===== config.mk =====
export PLATFORM = sky130hd
export DESIGN_NAME = cfg_chain_loader_flat
export DESIGN_NICKNAME = d
export VERILOG_FILES = /design/src/rtl/cfg_chain_loader_if.sv /design/src/rtl/cfg_chain_loader.sv /design/src/flat_wrapper.sv
export SDC_FILE = /design/constraint.sdc
export NUM_CORES = 1
export LEC_CHECK = 0
export CORE_MARGIN = 3
export CORE_UTILIZATION = 45
export DETAILED_ROUTE_END_ITERATION = 7
export GPL_ROUTABILITY_DRIVEN = 0
export PLACE_DENSITY = 0.77
export RECOVER_POWER = 50
export SLEW_MARGIN = 30
export SYNTH_ARGS = -nofsm -noshare
export SYNTH_HDL_FRONTEND = slang
export SYNTH_SLANG_ARGS = --single-unit

===== constraint.sdc =====
create_clock -name SYSCLK -period 2.82 [get_ports SYSCLK]
set_input_delay 0.282 -clock SYSCLK [delete_from_list [all_inputs] [get_ports SYSCLK]]
set_output_delay 0.282 -clock SYSCLK [all_outputs]
set_load 0.03 [all_outputs]

===== src/rtl/cfg_chain_loader_if.sv =====
// cfg_chain_loader_if: UART byte stream and scan-chain signals of the
// configuration chain loader.
//   RX_VALID/RX_DATA   received byte strobe and data
//   TX_READY           transmitter can take a byte
//   TX_VALID/TX_DATA   byte to transmit (one-cycle strobe)
//   SHIFT_HEAD/TAIL    serial data into / out of each chain
//   SHIFT_ENABLE       per-chain shift enable
//   USER_STEP          one-cycle user-clock enable
//   BUSY, OVERRUN      status
// modport master is the loader side, slave is the UART/fabric side.
interface cfg_chain_loader_if #(
    parameter int unsigned CHAINS = 4
);
    logic              RX_VALID;
    logic [7:0]        RX_DATA;
    logic              TX_READY;
    logic              TX_VALID;
    logic [7:0]        TX_DATA;
    logic [CHAINS-1:0] SHIFT_HEAD;
    logic [CHAINS-1:0] SHIFT_TAIL;
    logic [CHAINS-1:0] SHIFT_ENABLE;
    logic              USER_STEP;
    logic              BUSY;
    logic              OVERRUN;

    modport master (
        input  RX_VALID, RX_DATA, TX_READY, SHIFT_TAIL,
        output TX_VALID, TX_DATA, SHIFT_HEAD, SHIFT_ENABLE, USER_STEP, BUSY, OVERRUN
    );

    modport slave (
        output RX_VALID, RX_DATA, TX_READY, SHIFT_TAIL,
        input  TX_VALID, TX_DATA, SHIFT_HEAD, SHIFT_ENABLE, USER_STEP, BUSY, OVERRUN
    );
endinterface


===== src/rtl/cfg_chain_loader.sv =====
// cfg_chain_loader: decodes a UART command stream and drives CHAINS scan
// chains of CHAIN_LEN bits each (write with readback, recirculating read,
// user-clock step).
// Ports:
//   SYSCLK  system clock, rising edge
//   SYSRST  asynchronous active-low reset
//   bus     cfg_chain_loader_if.master (UART RX/TX, chain head/tail/enable,
//           USER_STEP, BUSY, OVERRUN)
module cfg_chain_loader #(
    parameter int unsigned CHAIN_LEN = 512,
    parameter int unsigned CHAINS    = 4
) (
    input  logic               SYSCLK,
    input  logic               SYSRST,
    cfg_chain_loader_if.master bus
);
    localparam int unsigned NBYTES = (CHAIN_LEN + 7) / 8;
    localparam int unsigned CW     = $clog2(CHAIN_LEN + 1);
    localparam int unsigned BW     = $clog2(NBYTES + 1);

    typedef enum logic [2:0] {
        IDLE  = 3'd0,
        GETB  = 3'd1,
        SHIFT = 3'd2,
        SEND  = 3'd3,
        RESP  = 3'd4
    } state_t;

    state_t            state_q, state_d;
    logic [7:0]        rx_buf_q;
    logic              rx_full_q;
    logic              overrun_q;
    logic [CHAINS-1:0] sel_q, sel_d;
    logic              op_read_q, op_read_d;
    logic [7:0]        sh_byte_q, sh_byte_d;
    logic [7:0]        out_byte_q, out_byte_d;
    logic [2:0]        bit_q, bit_d;
    logic [CW-1:0]     cnt_q, cnt_d;
    logic [BW-1:0]     byte_q, byte_d;
    logic [7:0]        tx_data_q, tx_data_d;
    logic              tx_pend_q, tx_pend_d;
    logic              user_step_q, user_step_d;
    logic              busy_q, busy_d;
    logic [CHAINS-1:0] se_q, se_d;

    logic              consume;
    logic              ovr_clr;
    logic              tail_k;
    logic              k_ok;
    logic [7:0]        out_next;

    // Next state and next registered outputs.
    always_comb begin
        state_d     = state_q;
        sel_d       = sel_q;
        op_read_d   = op_read_q;
        sh_byte_d   = sh_byte_q;
        out_byte_d  = out_byte_q;
        bit_d       = bit_q;
        cnt_d       = cnt_q;
        byte_d      = byte_q;
        tx_data_d   = tx_data_q;
        tx_pend_d   = tx_pend_q;
        user_step_d = 1'b0;
        consume     = 1'b0;
        ovr_clr     = 1'b0;
        out_next    = out_byte_q;
        tail_k      = |(bus.SHIFT_TAIL & se_q);
        k_ok        = 7'(rx_buf_q[5:0]) < 7'(CHAINS);

        case (state_q)
            IDLE: begin
                if (rx_full_q) begin
                    consume    = 1'b1;
                    cnt_d      = '0;
                    byte_d     = '0;
                    bit_d      = '0;
                    out_byte_d = '0;
                    sel_d      = CHAINS'(1) << rx_buf_q[5:0];
                    case (rx_buf_q[7:6])
                        2'b00: begin
                            ovr_clr   = 1'b1;
                            tx_data_d = 8'hA5;
                            tx_pend_d = 1'b1;
                            state_d   = RESP;
                        end
                        2'b01, 2'b10: begin
                            if (k_ok) begin
                                op_read_d = rx_buf_q[7];
                                state_d   = rx_buf_q[7] ? SHIFT : GETB;
                            end else begin
                                tx_data_d = 8'hEE;
                                tx_pend_d = 1'b1;
                                state_d   = RESP;
                            end
                        end
                        default: begin
                            // Pulse first; the reply is armed one cycle later.
                            user_step_d = 1'b1;
                            tx_data_d   = 8'h5A;
                            tx_pend_d   = 1'b0;
                            state_d     = RESP;
                        end
                    endcase
                end
            end
            GETB: begin
                if (rx_full_q) begin
                    consume    = 1'b1;
                    sh_byte_d  = rx_buf_q;
                    bit_d      = '0;
                    out_byte_d = '0;
                    state_d    = SHIFT;
                end
            end
            SHIFT: begin
                out_next[bit_q] = tail_k;
                out_byte_d      = out_next;
                sh_byte_d       = {1'b0, sh_byte_q[7:1]};
                bit_d           = bit_q + 3'd1;
                cnt_d           = cnt_q + CW'(1);
                // Byte ends after 8 bits or at the last chain bit.
                if (bit_q == 3'd7 || cnt_q == CW'(CHAIN_LEN - 1)) begin
                    tx_data_d = out_next;
                    tx_pend_d = 1'b1;
                    byte_d    = byte_q + BW'(1);
                    state_d   = SEND;
                end
            end
            SEND: begin
                if (bus.TX_READY) begin
                    tx_pend_d = 1'b0;
                    if (byte_q == BW'(NBYTES)) begin
                        state_d = IDLE;
                    end else if (op_read_q) begin
                        bit_d      = '0;
                        out_byte_d = '0;
                        state_d    = SHIFT;
                    end else begin
                        state_d = GETB;
                    end
                end
            end
            RESP: begin
                if (!tx_pend_q) begin
                    tx_pend_d = 1'b1;
                end else if (bus.TX_READY) begin
                    tx_pend_d = 1'b0;
                    state_d   = IDLE;
                end
            end
            default: begin
                state_d = IDLE;
            end
        endcase

        se_d   = (state_d == SHIFT) ? sel_d : '0;
        busy_d = (state_d != IDLE);
    end

    // State and output registers.
    always_ff @(posedge SYSCLK or negedge SYSRST) begin
        if (!SYSRST) begin
            state_q     <= IDLE;
            sel_q       <= '0;
            op_read_q   <= 1'b0;
            sh_byte_q   <= '0;
            out_byte_q  <= '0;
            bit_q       <= '0;
            cnt_q       <= '0;
            byte_q      <= '0;
            tx_data_q   <= '0;
            tx_pend_q   <= 1'b0;
            user_step_q <= 1'b0;
            busy_q      <= 1'b0;
            se_q        <= '0;
        end else begin
            state_q     <= state_d;
            sel_q       <= sel_d;
            op_read_q   <= op_read_d;
            sh_byte_q   <= sh_byte_d;
            out_byte_q  <= out_byte_d;
            bit_q       <= bit_d;
            cnt_q       <= cnt_d;
            byte_q      <= byte_d;
            tx_data_q   <= tx_data_d;
            tx_pend_q   <= tx_pend_d;
            user_step_q <= user_step_d;
            busy_q      <= busy_d;
            se_q        <= se_d;
        end
    end

    // One-byte RX holding buffer; a byte arriving while full is dropped.
    always_ff @(posedge SYSCLK or negedge SYSRST) begin
        if (!SYSRST) begin
            rx_buf_q  <= '0;
            rx_full_q <= 1'b0;
            overrun_q <= 1'b0;
        end else begin
            if (bus.RX_VALID && (!rx_full_q || consume)) begin
                rx_buf_q  <= bus.RX_DATA;
                rx_full_q <= 1'b1;
            end else if (consume) begin
                rx_full_q <= 1'b0;
            end
            overrun_q <= (overrun_q & ~ovr_clr) | (bus.RX_VALID & rx_full_q & ~consume);
        end
    end

    // Strobe qualified by TX_READY so it can never fire while the UART is busy.
    assign bus.TX_VALID     = tx_pend_q & bus.TX_READY;
    assign bus.TX_DATA      = tx_data_q;
    // READ recirculates the tail; WRITE presents the current data bit.
    assign bus.SHIFT_HEAD   = op_read_q ? (bus.SHIFT_TAIL & se_q)
                                        : ({CHAINS{sh_byte_q[0]}} & se_q);
    assign bus.SHIFT_ENABLE = se_q;
    assign bus.USER_STEP    = user_step_q;
    assign bus.BUSY         = busy_q;
    assign bus.OVERRUN      = overrun_q;
endmodule


===== src/flat_wrapper.sv =====
// flat-port wrapper written by rule: the top's interface ports become plain ports
module cfg_chain_loader_flat 
#(
    parameter int unsigned CHAIN_LEN = 512,
    parameter int unsigned CHAINS    = 4
)
  (SYSCLK, SYSRST, bus_RX_VALID, bus_RX_DATA, bus_TX_READY, bus_SHIFT_TAIL, bus_TX_VALID, bus_TX_DATA, bus_SHIFT_HEAD, bus_SHIFT_ENABLE, bus_USER_STEP, bus_BUSY, bus_OVERRUN);
  cfg_chain_loader_if #(.CHAINS(CHAINS)) bus_i ();
  input  logic SYSCLK;
  input  logic SYSRST;
  input wire logic [$bits(bus_i.RX_VALID)-1:0] bus_RX_VALID;
  input wire logic [$bits(bus_i.RX_DATA)-1:0] bus_RX_DATA;
  input wire logic [$bits(bus_i.TX_READY)-1:0] bus_TX_READY;
  input wire logic [$bits(bus_i.SHIFT_TAIL)-1:0] bus_SHIFT_TAIL;
  output wire logic [$bits(bus_i.TX_VALID)-1:0] bus_TX_VALID;
  output wire logic [$bits(bus_i.TX_DATA)-1:0] bus_TX_DATA;
  output wire logic [$bits(bus_i.SHIFT_HEAD)-1:0] bus_SHIFT_HEAD;
  output wire logic [$bits(bus_i.SHIFT_ENABLE)-1:0] bus_SHIFT_ENABLE;
  output wire logic [$bits(bus_i.USER_STEP)-1:0] bus_USER_STEP;
  output wire logic [$bits(bus_i.BUSY)-1:0] bus_BUSY;
  output wire logic [$bits(bus_i.OVERRUN)-1:0] bus_OVERRUN;
  assign bus_i.RX_VALID = bus_RX_VALID;
  assign bus_i.RX_DATA = bus_RX_DATA;
  assign bus_i.TX_READY = bus_TX_READY;
  assign bus_i.SHIFT_TAIL = bus_SHIFT_TAIL;
  assign bus_TX_VALID = bus_i.TX_VALID;
  assign bus_TX_DATA = bus_i.TX_DATA;
  assign bus_SHIFT_HEAD = bus_i.SHIFT_HEAD;
  assign bus_SHIFT_ENABLE = bus_i.SHIFT_ENABLE;
  assign bus_USER_STEP = bus_i.USER_STEP;
  assign bus_BUSY = bus_i.BUSY;
  assign bus_OVERRUN = bus_i.OVERRUN;
  cfg_chain_loader #(.CHAIN_LEN(CHAIN_LEN), .CHAINS(CHAINS)) u_core (.SYSCLK(SYSCLK), .SYSRST(SYSRST), .bus(bus_i));
endmodule

# After elaboration in Yosys (flattened, before gate mapping)

Cells that the tools add are included.

Output and inout bits: 20
Logic and storage cells: 133
Input bits: 16
Register bits: 69

Bitwise gates (word level): 9
Equality and inequality tests: 18
Shifts and indexed selects: 1
Muxes and demuxes: 59
Reduce and logical (&&, ||, !) cells: 24
Order comparisons: 3
Add/sub/neg operators: 3

Operator list:

| operator                                            | count |
|---|---|
| 2-to-1 mux 8 bit                                    | 8 |
| case mux 8 bit (2 select lines)                     | 3 |
| 2-to-1 mux 3 bit                                    | 13 |
| case mux 8 bit (3 select lines)                     | 1 |
| case mux 10 bit (2 select lines)                    | 1 |
| 2-to-1 mux 1 bit                                    | 17 |
| 2-to-1 mux 4 bit                                    | 4 |
| case mux 3 bit (5 select lines)                     | 1 |
| 2-to-1 mux 7 bit                                    | 2 |
| case mux 7 bit (2 select lines)                     | 1 |
| adder 10 x 1 -> 10 bit (second input constant)      | 1 |
| == test 10 x 9 -> 1 bit (second input constant)     | 1 |
| 2-to-1 mux 10 bit                                   | 1 |
| != test 2 x 1 -> 1 bit (second input constant)      | 5 |
| AND reduction 5 bit                                 | 2 |
| == test 3 x 2 -> 1 bit (second input constant)      | 3 |
| case mux 3 bit (3 select lines)                     | 1 |
| AND 4 bit                                           | 2 |
| bitwise mux 8 bit                                   | 1 |
| AND reduction 4 bit                                 | 2 |
| adder 7 x 1 -> 7 bit (second input constant)        | 1 |
| == test 7 bit (second input constant)               | 1 |
| == test 3 bit (second input constant)               | 2 |
| < comparator 6 x 3 -> 1 bit (second input constant) | 1 |
| other kinds (29)                                    | 42 |

# Longest topological paths before layout

Gate-level depths: netlist of the first run.

Word-level depth: 7
Mapped depth: 8
Depth with buffers taken out: 8

# Worst setup path before layout of the first run

No wires, ideal clock.

Path type: register -> register
From: reg u_core.byte_q[0]
To: reg u_core.busy_q (netlist: u_core.bus.BUSY)
Arrival: 1.837 ns
Data required time: 2.696 ns
Cell stages (with the launch flop): 8
Setup slack: 0.859 ns
Library setup time: 0.124 ns
Path buffers: 0
Path through: dfrtp_1 -> inv_1 -> ha_1 -> nand4bb_1 -> or2_2 -> a22oi_1 -> or4b_4 -> or2_1

Cells in the longest elaborated chain, start to end: 5

RTL lines:

| item                            | line                    | text |
|---|---|---|
| start: declaration              | cfg_chain_loader.sv:39  | `logic [BW-1:0] byte_q, byte_d;` |
| start signal: assignment        | cfg_chain_loader.sv:185 | `byte_q <= byte_d;` |
| == test 7 bit                   | cfg_chain_loader.sv:133 | `if (byte_q == BW'(NBYTES)) begin` |
| 2-to-1 mux 3 bit                | cfg_chain_loader.sv:133 |  |
| 2-to-1 mux 3 bit                | cfg_chain_loader.sv:131 | `if (bus.TX_READY) begin` |
| case mux 3 bit (5 select lines) | cfg_chain_loader.sv:71  | `case (state_q)` |
| nonzero test 3 bit              | cfg_chain_loader.sv:158 | `busy_d = (state_d != IDLE);` |
| named net u_core.busy_d         | cfg_chain_loader.sv:43  | `logic busy_q, busy_d;` |
| end signal: assignment          | cfg_chain_loader.sv:189 | `busy_q <= busy_d;` |
| end: declaration                | cfg_chain_loader.sv:43  |  |

The timed path passes the listed nets, and every way through them passes these cells.
A chain may end at the register's enable or synchronous reset.

# Final worst setup path of the first run

From: reg u_core.state_q[1]
To: reg u_core.busy_q (netlist: u_core.bus.BUSY)

Cells in the longest elaborated chain, start to end: 4
Elaborated cells on any way between the ends: 13
Those cells by class: 4 x eq/ne; 7 x mux; 2 x reduce/logical

RTL lines:

| item                                | line                    | text |
|---|---|---|
| start: declaration                  | cfg_chain_loader.sv:29  | `state_t state_q, state_d;` |
| start signal: assignment            | cfg_chain_loader.sv:178 | `state_q <= state_d;` |
| 2-to-1 mux 3 bit                    | cfg_chain_loader.sv:147 | `end else if (bus.TX_READY) begin` |
| 2-to-1 mux 3 bit                    | cfg_chain_loader.sv:145 | `if (!tx_pend_q) begin` |
| case mux 3 bit (5 select lines) (*) | cfg_chain_loader.sv:71  |  |
| nonzero test 3 bit (*)              | cfg_chain_loader.sv:158 |  |
| named net u_core.busy_d             | cfg_chain_loader.sv:43  |  |

The timed path passes the listed nets; every way through them passes the cells marked *.

==> results of run 1 <==
[per-layer routing]
metal	part of all wire, %	wire [um]
met1	46	3417
met2	47	3510
met3	4.9	366
met4	1.6	116
met5	0	0
[power by group through the flow]
stage	Clock (mW)	Sequential [mW]	Combinational, mW
floorplan	0	1.50	0.744
global placement	0	1.46	1.13
detailed placement	0	1.47	1.17
CTS	0.762	1.45	1.17
global route	0.796	1.48	1.27
finish	0.746	1.45	1.14
[critical path, stage by stage, from the launching register on]
cell,delay (ns)
dfrtp_1,0.55
or3b_2,0.59
nor2_1,0.19
or4b_4,0.60
or2_1,0.23
[sequential cells by signal, indices dropped and copies added (netlist names), 4 cells and up]
| name | count |
|---|---|
| u_core.sel_q | 4 |
| u_core.out_byte_q | 8 |
| u_core.bus.TX_DATA | 8 |
| u_core.bus.SHIFT_ENABLE | 4 |
| u_core.byte_q | 7 |
| u_core.rx_buf_q | 8 |
| u_core.sh_byte_q | 8 |
| u_core.cnt_q | 10 |
[per-stage QoR]
stage,hold WS [ns],setup slack [ns],utilization [%]
6_report,0.4835,0.5458,55.02
5_1_grt,0.4939,0.3348,55.02
4_1_cts,0.04390,0.5414,55.33
3_5_place_dp,0.4328,0.5624,52.93
3_3_place_gp,0.4220,0.6311,52.93
2_1_floorplan,-0.01359,0.8591,-
[synth_stat cells (4+ instances only)]
| master | n | area [um^2] |
|---|---|---|
| a21boi_0 | 4 | 30.03 |
| a21oi_1 | 11 | 55.05 |
| nand2b_1 | 5 | 31.28 |
| nor3b_1 | 6 | 45.04 |
| o22ai_1 | 10 | 62.56 |
| clkbuf_1 | 9 | 33.78 |
| a22oi_1 | 4 | 30.03 |
| mux2_2 | 16 | 180.2 |
| ha_1 | 8 | 100.1 |
| inv_1 | 12 | 45.04 |
| mux2i_1 | 9 | 90.09 |
| nand3_1 | 20 | 100.1 |
| nor3_1 | 6 | 30.03 |
| o31ai_1 | 6 | 45.04 |
| dfrtp_1 | 69 | 1727 |
| o21ai_0 | 34 | 170.2 |
| nand2_1 | 44 | 165.2 |
| nor2_1 | 35 | 131.4 |
[final timing paths]
| check | startpoint | to | slack, ns | cells after the start |
|---|---|---|---|---|
| max | u_core.state_q[1] | u_core.bus.BUSY | 0.55 | 4 |
| min | u_core.cnt_q[9] | u_core.cnt_q[9] | 0.48 | 1 |
| max reg2reg | u_core.state_q[1] | u_core.bus.BUSY | 0.55 | 4 |
| min reg2reg | u_core.cnt_q[9] | u_core.cnt_q[9] | 0.48 | 1 |
| max in group asynchronous | SYSRST | u_core.bus.TX_DATA[6] | 0.76 | 2 |
| min in group asynchronous | SYSRST | u_core.rx_buf_q[6] | 0.49 | 1 |
[cell usage in the layout (no fill, tap or decap), types with 2 or more instances in the layout]
master / instances
clkdlybuf4s50_1: 30
nor3b_1: 7
clkbuf_8: 9
nand4bb_1: 2
ha_1: 8
xnor2_1: 3
nor3_1: 6
a22oi_1: 4
nor2_1: 35
clkinv_2: 2
or2_2: 2
nand3b_1: 3
buf_4: 3
and2_1: 3
o21ai_0: 34
clkbuf_1: 3
nand4_1: 2
a21boi_0: 4
o21bai_1: 2
o31ai_1: 6
nand3_1: 20
and3_1: 2
inv_1: 12
inv_6: 5
a21oi_1: 11
dlygate4sd3_1: 4
a21o_1: 2
dfrtp_1: 69
o22ai_1: 10
mux2_2: 16
o211ai_1: 3
mux2i_1: 9
a22o_1: 3
nand2b_1: 5
nand2_1: 44
[cells by family (layout without fill, tap and decap cells)]
group | count (synthesis) | in the layout | share of synthesized area [%]
muxes | 25 | 25 | 7.690
xor gates and xnor gates | 4 | 4 | 0.9970
AOI/OAI and AO/OA | 81 | 81 | 13.99
adders and majority gates | 8 | 8 | 2.848
DFF | 69 | 69 | 49.13
buffers and inverters | 28 | 69 | 4.343
and+or+nand+nor | 142 | 142 | 21.00
[final cells by class]
type / instances / area [um^2] / area share [%]
clock buffers: 9 / 123.9 / 3.039
clock inverters: 7 / 53.80 / 1.320
inverters: 12 / 45.04 / 1.105
multi-input cells: 260 / 1624 / 39.84
flip-flops and latches: 69 / 1727 / 42.36
well taps: 99 / 123.9 / 3.039
repair buffers: 41 / 379.1 / 9.300
==> flow_summary.json, run 1 <==
{
  "cts_tree": "built",
  "p_leak_nw": 1.763,
  "drive_above_1_share_pct": 11.06,
  "power_switching_mw": 1.295,
  "synthCells": 357,
  "grt_pass1_vias": 2647,
  "hold_buffers": 0,
  "num-nets-final": 417,
  "ys_async_sr_fraction_pct": 100.0,
  "min_path_type": "reg -> reg",
  "crit_fanout": 20,
  "cp-start-kind": "flop",
  "clkTransAtPathRegs_ns": 0.08,
  "violations": "max-capacitance violations, max-slew violations",
  "clock_path_buffers": 2,
  "status": "finished with violations",
  "clockRootBuffer": "clkbuf_8",
  "clkLatencyLatePin_ns": 0.35,
  "track_usage_pct": 17.89,
  "cp-end-kind": "flop",
  "area_growth_pct": 15.98,
  "ys_seq_area_share_pct": 49.13,
  "worstSetupPathType": "reg -> reg",
  "vias": 2708,
  "antenna_cells": 0,
  "p_int_mw": 2.047,
  "cts.sinks": 69,
  "syn_area_um2": 3515,
  "numCtsBuffers": 9,
  "fin_crit_sh_pct": 80.65,
  "placed_area_um2": 3921,
  "synth_edf_count": 0,
  "met3_usage_pct": 4.781,
  "finalNonFillerCells": 497,
  "synth_nets": 381,
  "post_cts_buffers": 0,
  "cp.arrival_ns": 2.51,
  "use_met2_pct": 28.07,
  "fmax_ghz": 0.4397,
  "setup_viol": 0,
  "dieArea_um2": 8907,
  "synth.distinct_cells": 47,
  "grt_use_met1_pct": 23.81,
  "rows": 31,
  "first_iter_violations": 138,
  "combinationalPowerShare_pct": 34.2,
  "wirelength_um": 7411,
  "ys.flop_type": "dfrtp_1",
  "cts_resized": 0,
  "fillers": 634,
  "drv_slew": 38,
  "synth_area_per_cell_um2": 9.845,
  "hold_violations": 0,
  "avgRoutedWirePerCell_um": 14.91,
  "rsz0062_at_grt": "false",
  "die_w_um": 94.38,
  "htreeDepth": 3,
  "start_util_pct": 47.44,
  "grt_max_degree": 38,
  "top_usage_layer": "met2",
  "worstPathRequired_ns": 3.06,
  "pwr-share-clk_pct": 22.3,
  "avgViaCountPerCell": 5.449,
  "power_density_nw_per_um2": 819.8,
  "dp.cells": 481,
  "grt_pass1_wl_um": 12370,
  "io_pins": 36,
  "detail-route-antenna-nets": 0,
  "cap_violations": 1,
  "antenna_found_initial": 0,
  "post-route-min-period_ns": 2.274,
  "die-height_um": 94.38,
  "total_power_mw": 3.342,
  "slew-limit-headroom_pct": -34.99,
  "gr-total-overflow": 0,
  "dp_hpwl_um": 5298,
  "switching_share_pct": 38.74,
  "stdcell_area_um2": 4076,
  "p_seq_share_pct": 43.4,
  "tns_ns": 0,
  "worstMarginPinSlew_ns": 2.025,
  "finClkSkew_ns": 0.01417,
  "io_buffers": 35,
  "vdd_drop_max_uv": 509.0,
  "yosysWarnings": 0,
  "drt_first_pass_iters": 5,
  "drc": 0,
  "core_um2": 7408,
  "ys_ff_latch": 69
}
Note: power is estimated with default switching activity, not from simulation.
==> run 2: changes to the inputs <==
PLACE_DENSITY = 0.79   (was 0.77)
clock period = 1.9 ns   (was 2.82 ns; I/O delays follow)
==> run 2 against run 1 <==
- the run ends with negative setup slack left
- total power increased by 69%
- register-to-register slack got worse by 0.64 ns
- combinational power increased by 94%
- die area is the same
- sequential power is 42% higher
- setup slack got worse by 0.64 ns
- via count increased by 11%
- cell count increased by 8.5%
- core utilization up 6.4 points
- cell area rose by 12%
- first-iteration DRC count is 11% lower
- largest power group is now combinational cells
==> flow_summary.json, run 2 (synthesized netlist as in run 1, its figures left out) <==
{
  "status": "finished with violations",
  "violations": "negative setup slack",
  "cp-end-kind": "flop",
  "regMostFlops": "u_core.cnt_q",
  "htreeDepth": 3,
  "cpMaxStageDelayCell": "or4b_4",
  "cp.arrival_ns": 2.23,
  "hold_path_depth": 2,
  "grt_pass1_vias": 2826,
  "clock_path_buffers": 2,
  "crit_chain": "inv_2 > ha_1 > nand4bb_1 > or2_4 > a22oi_2 > or4b_4 > or2_1",
  "slew-limit-headroom_pct": 28.77,
  "final_common_cell": "dfrtp_1",
  "first_iter_violations": 123,
  "power_density_nw_per_um2": 1241,
  "wirelength_um": 8169,
  "track_usage_pct": 19.06,
  "die_w_um": 94.38,
  "dp_slack_ns": -0.1382,
  "core_um2": 7408,
  "vdd_drop_max_uv": 713.5,
  "avgRoutedWirePerCell_um": 15.16,
  "clkLatencyLatePin_ns": 0.35,
  "worstRegToRegCells": 7,
  "fin_crit_sh_pct": 104.9,
  "cp.buffers_inverters": 1,
  "worstSetupPathType": "reg -> reg",
  "rsz0062_at_grt": "true",
  "cap_violations": 0,
  "die-height_um": 94.38,
  "grt_pass1_wl_um": 13230,
  "p_leak_nw": 2.035,
  "cp-start-kind": "flop",
  "dieArea_um2": 8907,
  "area_growth_pct": 29.44,
  "drc": 0,
  "worst_slack_ns": -0.09383,
  "avgViaCountPerCell": 5.573,
  "hold_violations": 0,
  "drt_first_pass_iters": 6,
  "min_path_type": "in -> reg",
  "dp_hpwl_um": 5750,
  "largest_reg_flops": 10,
  "cts.sinks": 69,
  "fmax_ghz": 0.5015,
  "worstMarginPinSlew_ns": 1.068,
  "io_pins": 36,
  "setup_viol": 5,
  "drv_slew": 0,
  "holdCritStartpoint": "bus_RX_DATA[3]",
  "cts_tree": "built",
  "cpPeakStageDelay_ns": 0.54,
  "gr-total-overflow": 0,
  "crit_start": "u_core.byte_q[1]",
  "drive_above_1_share_pct": 22.50,
  "numCtsBuffers": 9,
  "rows": 31,
  "vias": 3004,
  "path_depth": 7,
  "worstPathRequired_ns": 2.13,
  "num-nets-final": 459,
  "grt_max_degree": 51,
  "clockRootBuffer": "clkbuf_8",
  "antenna_cells": 0,
  "placed_area_um2": 4239,
  "crit_fanout": 5,
  "io_buffers": 35,
  "stdcell_area_um2": 4549,
  "start_util_pct": 47.44,
  "rr_startpoint": "u_core.byte_q[1]",
  "detail-route-antenna-nets": 0,
  "clkTransAtPathRegs_ns": 0.08,
  "finClkSkew_ns": 0.01136,
  "finish.utilization_pct": 61.41,
  "tns_ns": -0.2205,
  "final_cell_mix": "dfrtp_1, nand2_1, buf_4",
  "critPathTopFamily": "simple AND/OR/NAND/NOR gates",
  "antenna_found_initial": 0,
  "post-route-min-period_ns": 1.994
}
[run 2: cell types whose count changed in the layout (fill, tap and decap cells not counted), moves of 3 or more]
cell	before	now
dlygate4sd2_1	0	3
clkinvlp_4	0	3
buf_12	0	3
buf_4	3	43
nor3b_2	0	3
inv_6	5	0
nor3b_1	7	4
[run 2: stage by stage]
stage | cells | total power, mW | hold WS, ns
4_1_cts | 537 | 5.643 | 0.3233
3_5_place_dp | 516 | 4.219 | 0.1686
2_1_floorplan | 357 | 3.333 | -0.1056
6_report | 539 | 5.645 | 0.4463
5_1_grt | 539 | 5.952 | 0.4509
3_3_place_gp | 516 | 4.142 | 0.1590
[run 2: cell type report]
class                           instances  area, um^2
Clock buffer                           11       151.4
Inverter                               12       45.04
Sequential cell                        69        1727
Timing Repair Buffer                   83       733.2
Fill cell                             566        2859
Multi-Input combinational cell        260        1687
Clock inverter                          5       82.58
Tap cell                               99       123.9
[run 2: repair_timing]
item                                    CTS  global route
hold buffers                              1             0
resized for setup                         7            11
cloned                                    0             0
pin swaps                                 4             3
endpoints found under the setup margin    9            16
buffers inserted                          4             2
endpoints found under the hold margin    19             0
[run 2: worst register-to-register path: stages (launching register included)]
cell and delay [ns]:
dfrtp_1 0.39, inv_2 0.06, ha_1 0.13, nand4bb_1 0.12
or2_4 0.26, a22oi_2 0.16, or4b_4 0.54, or2_1 0.23
[run 2: worst paths after layout]
path	to	slack, ns
setup / recovery	u_core.bus.BUSY	-0.09
hold / removal	u_core.rx_buf_q[3]	0.45
setup reg to reg	u_core.bus.BUSY	-0.09
hold reg to reg	u_core.sel_q[0]	0.48
max in group asynchronous	u_core.tx_pend_q	0.36
min in group asynchronous	u_core.sh_byte_q[3]	0.55
[run 2: routing by layer]
layer,global-route usage (%),wire (um),vias to the layer above,share of wire [%]
met5,0,0,-,0
met4,8.905,190,0,2.3
met3,3.267,351,21,4.3
met2,32.27,4098,102,50
met1,23.77,3529,1461,43
li1,-,-,1420,-
[run 2: power breakdown]
group | total, mW | switching [mW] | internal, mW | leakage, nW
combinational | 2.21 | 1.18 | 1.03 | 1.04
sequential | 2.06 | 0.248 | 1.81 | 0.885
clock | 1.38 | 0.569 | 0.810 | 0.108
total | 5.64 | 1.99 | 3.65 | 2.04
==> run 3: changes to the inputs <==
DONT_BUFFER_PORTS = 1   (was not set)
PLACE_DENSITY = 0.73   (was 0.79)
REMOVE_ABC_BUFFERS = 1   (was not set)
SETUP_SLACK_MARGIN = 0.5   (was not set)
==> run 3 against run 2 <==
- the run ends with negative hold slack, negative setup slack left
- worst hold slack lost 0.92 ns
- core utilization grew 8.3 points
- die area did not move
- fmax shrank 3.7%
- clock-buffer cell count up 1
- clock skew is 0.0045 ns lower
- cell count rose by 3.9%
- clock power is 9% lower
- flip-flop and latch count stayed put
==> flow_summary.json, run 3 (synthesized netlist as in run 1, its figures left out) <==
{
  "status": "finished with violations",
  "violations": "negative hold slack, negative setup slack",
  "wirelength_um": 11240,
  "holdWs_ns": -0.4710,
  "clkLatencyLatePin_ns": 0.35,
  "worstPathRequired_ns": 2.13,
  "p_seq_share_pct": 36.2,
  "cp-start-kind": "flop",
  "crit_fanout": 5,
  "drc": 0,
  "dp.cells": 500,
  "cap_violations": 0,
  "hold_violations": 69,
  "start_util_pct": 47.44,
  "drt_first_pass_iters": 5,
  "slew-limit-headroom_pct": 67.13,
  "total_power_mw": 6.427,
  "switching_share_pct": 38.93,
  "cp-end-kind": "flop",
  "stdcell_area_um2": 5165,
  "power_switching_mw": 2.502,
  "track_usage_pct": 23.68,
  "p_int_mw": 3.925,
  "min_path_type": "in -> async",
  "regMostFlops": "u_core.cnt_q",
  "core_um2": 7408,
  "grt_pass1_vias": 3404,
  "final_common_cell": "dfrtp_1",
  "grt_max_degree": 70,
  "p_leak_nw": 2.386,
  "wl_met3_um": 670,
  "clock_path_buffers": 2,
  "antenna_found_initial": 0,
  "crit_chain": "inv_2 > ha_4 > nand4bb_1 > or2_4 > a22oi_2 > or4b_4 > or2_1",
  "top_layer_used": "met4",
  "dp_hpwl_um": 5728,
  "avgViaCountPerCell": 5.846,
  "worstRegToRegCells": 7,
  "post-route-min-period_ns": 2.070,
  "clockRootBuffer": "clkbuf_8",
  "combinationalPowerShare_pct": 44.2,
  "setup_viol": 6,
  "numCtsBuffers": 9,
  "num-nets-final": 480,
  "worst_slack_ns": -0.1696,
  "clkTransAtPathRegs_ns": 0.08,
  "cpMaxStageDelayCell": "or4b_4",
  "antenna_cells": 0,
  "drive_above_1_share_pct": 44.47,
  "finalNonFillerCells": 560,
  "first_iter_violations": 197,
  "htreeDepth": 3,
  "fin_crit_sh_pct": 108.9,
  "final_cell_mix": "dfrtp_1, buf_4, buf_6",
  "area_growth_pct": 46.96,
  "cp.arrival_ns": 2.30,
  "placed_area_um2": 3981,
  "finClkSkew_ns": 0.006907,
  "io_buffers": 0,
  "dieArea_um2": 8907,
  "cpPeakStageDelay_ns": 0.53,
  "detail-route-antenna-nets": 0,
  "pwr-share-clk_pct": 19.6,
  "io_pins": 36,
  "rows": 31,
  "drv_slew": 0,
  "grt_pass1_wl_um": 16310,
  "rsz0062_at_grt": "true",
  "fmax_ghz": 0.4832,
  "gr-total-overflow": 0,
  "wl_met1_um": 4113,
  "cts.sinks": 69,
  "largest_reg_flops": 10,
  "cts_tree": "built",
  "tns_ns": -0.4962,
  "die-height_um": 94.38,
  "worstMarginPinSlew_ns": 0.4893,
  "rr_startpoint": "u_core.byte_q[1]",
  "reg2reg_slack_ns": -0.17,
  "power_density_nw_per_um2": 1244,
  "avgRoutedWirePerCell_um": 20.08,
  "vias": 3274,
  "die_w_um": 94.38,
  "vdd_drop_max_uv": 927.7,
  "worstSetupPathType": "reg -> reg",
  "r2r_end": "u_core.bus.BUSY",
  "dr_wl_met2_um": 6090
}
==> run 3: critical path: cells and delay by family (launching register included) <==
kind / cells / cell delay, ns
simple gates: 4 / 1.20
flops: 1 / 0.40
compound gates: 1 / 0.14
fa+ha+maj: 1 / 0.12
buf+inv: 1 / 0.08
==> run 3: final cells by class <==
cell class                      instances  area, um^2
Clock buffer                           12       165.2
Tap cell                               99       123.9
Sequential cell                        69        1729
Clock inverter                          4       45.04
Inverter                               12       45.04
Timing Repair Buffer                  104       945.9
Multi-Input combinational cell        260        2111
Fill cell                             463        2243
==> run 3: worst max-delay path by stage <==
stage                            startpoint              end  depth (start not counted)
after floorplan           u_core.state_q[1]  u_core.bus.BUSY                          4
after global placement     u_core.byte_q[1]  u_core.bus.BUSY                          7
after detailed placement   u_core.byte_q[1]  u_core.bus.BUSY                          7
after CTS                  u_core.byte_q[1]  u_core.bus.BUSY                          7
after global routing       u_core.byte_q[1]  u_core.bus.BUSY                          7
final                      u_core.byte_q[1]  u_core.bus.BUSY                          7
==> run 3: layer usage <==
| layer | track usage, % | up-vias |
|---|---|---|
| met5 | 0 | - |
| met4 | 9.266 | 0 |
| met3 | 7.171 | 40 |
| met2 | 42.14 | 164 |
| met1 | 26.46 | 1604 |
| li1 | - | 1466 |
==> run 3: through the flow <==
| step | hold WS (ns) | worst slack, ns | utilization (%) |
|---|---|---|---|
| after floorplan | -0.1056 | -0.2135 | - |
| after global placement | -0.1020 | -0.1039 | 53.74 |
| after detailed placement | -0.1032 | -0.2033 | 53.74 |
| after CTS | -0.4800 | -0.1148 | 65.26 |
| after global routing | -0.4921 | -0.2072 | 69.72 |
| final | -0.4710 | -0.1696 | 69.72 |
==> run 3: repair_timing <==
action,in CTS,in global routing
cloned,1,0
pin swaps,23,20
endpoints found under the setup margin,71,72
hold endpoints to repair,78,70
hold buffers,8,1
resized for setup,123,51
setup buffers,20,14
==> run 3: power by group through the flow <==
stage / registers, mW / clock network (mW) / logic, mW
finish: 2.33 / 1.26 / 2.84
detailed placement: 2.29 / 0 / 1.66
floorplan: 2.28 / 0 / 0.975
global placement: 2.27 / 0 / 1.59
global route: 2.36 / 1.34 / 2.99
CTS: 2.28 / 1.28 / 2.35
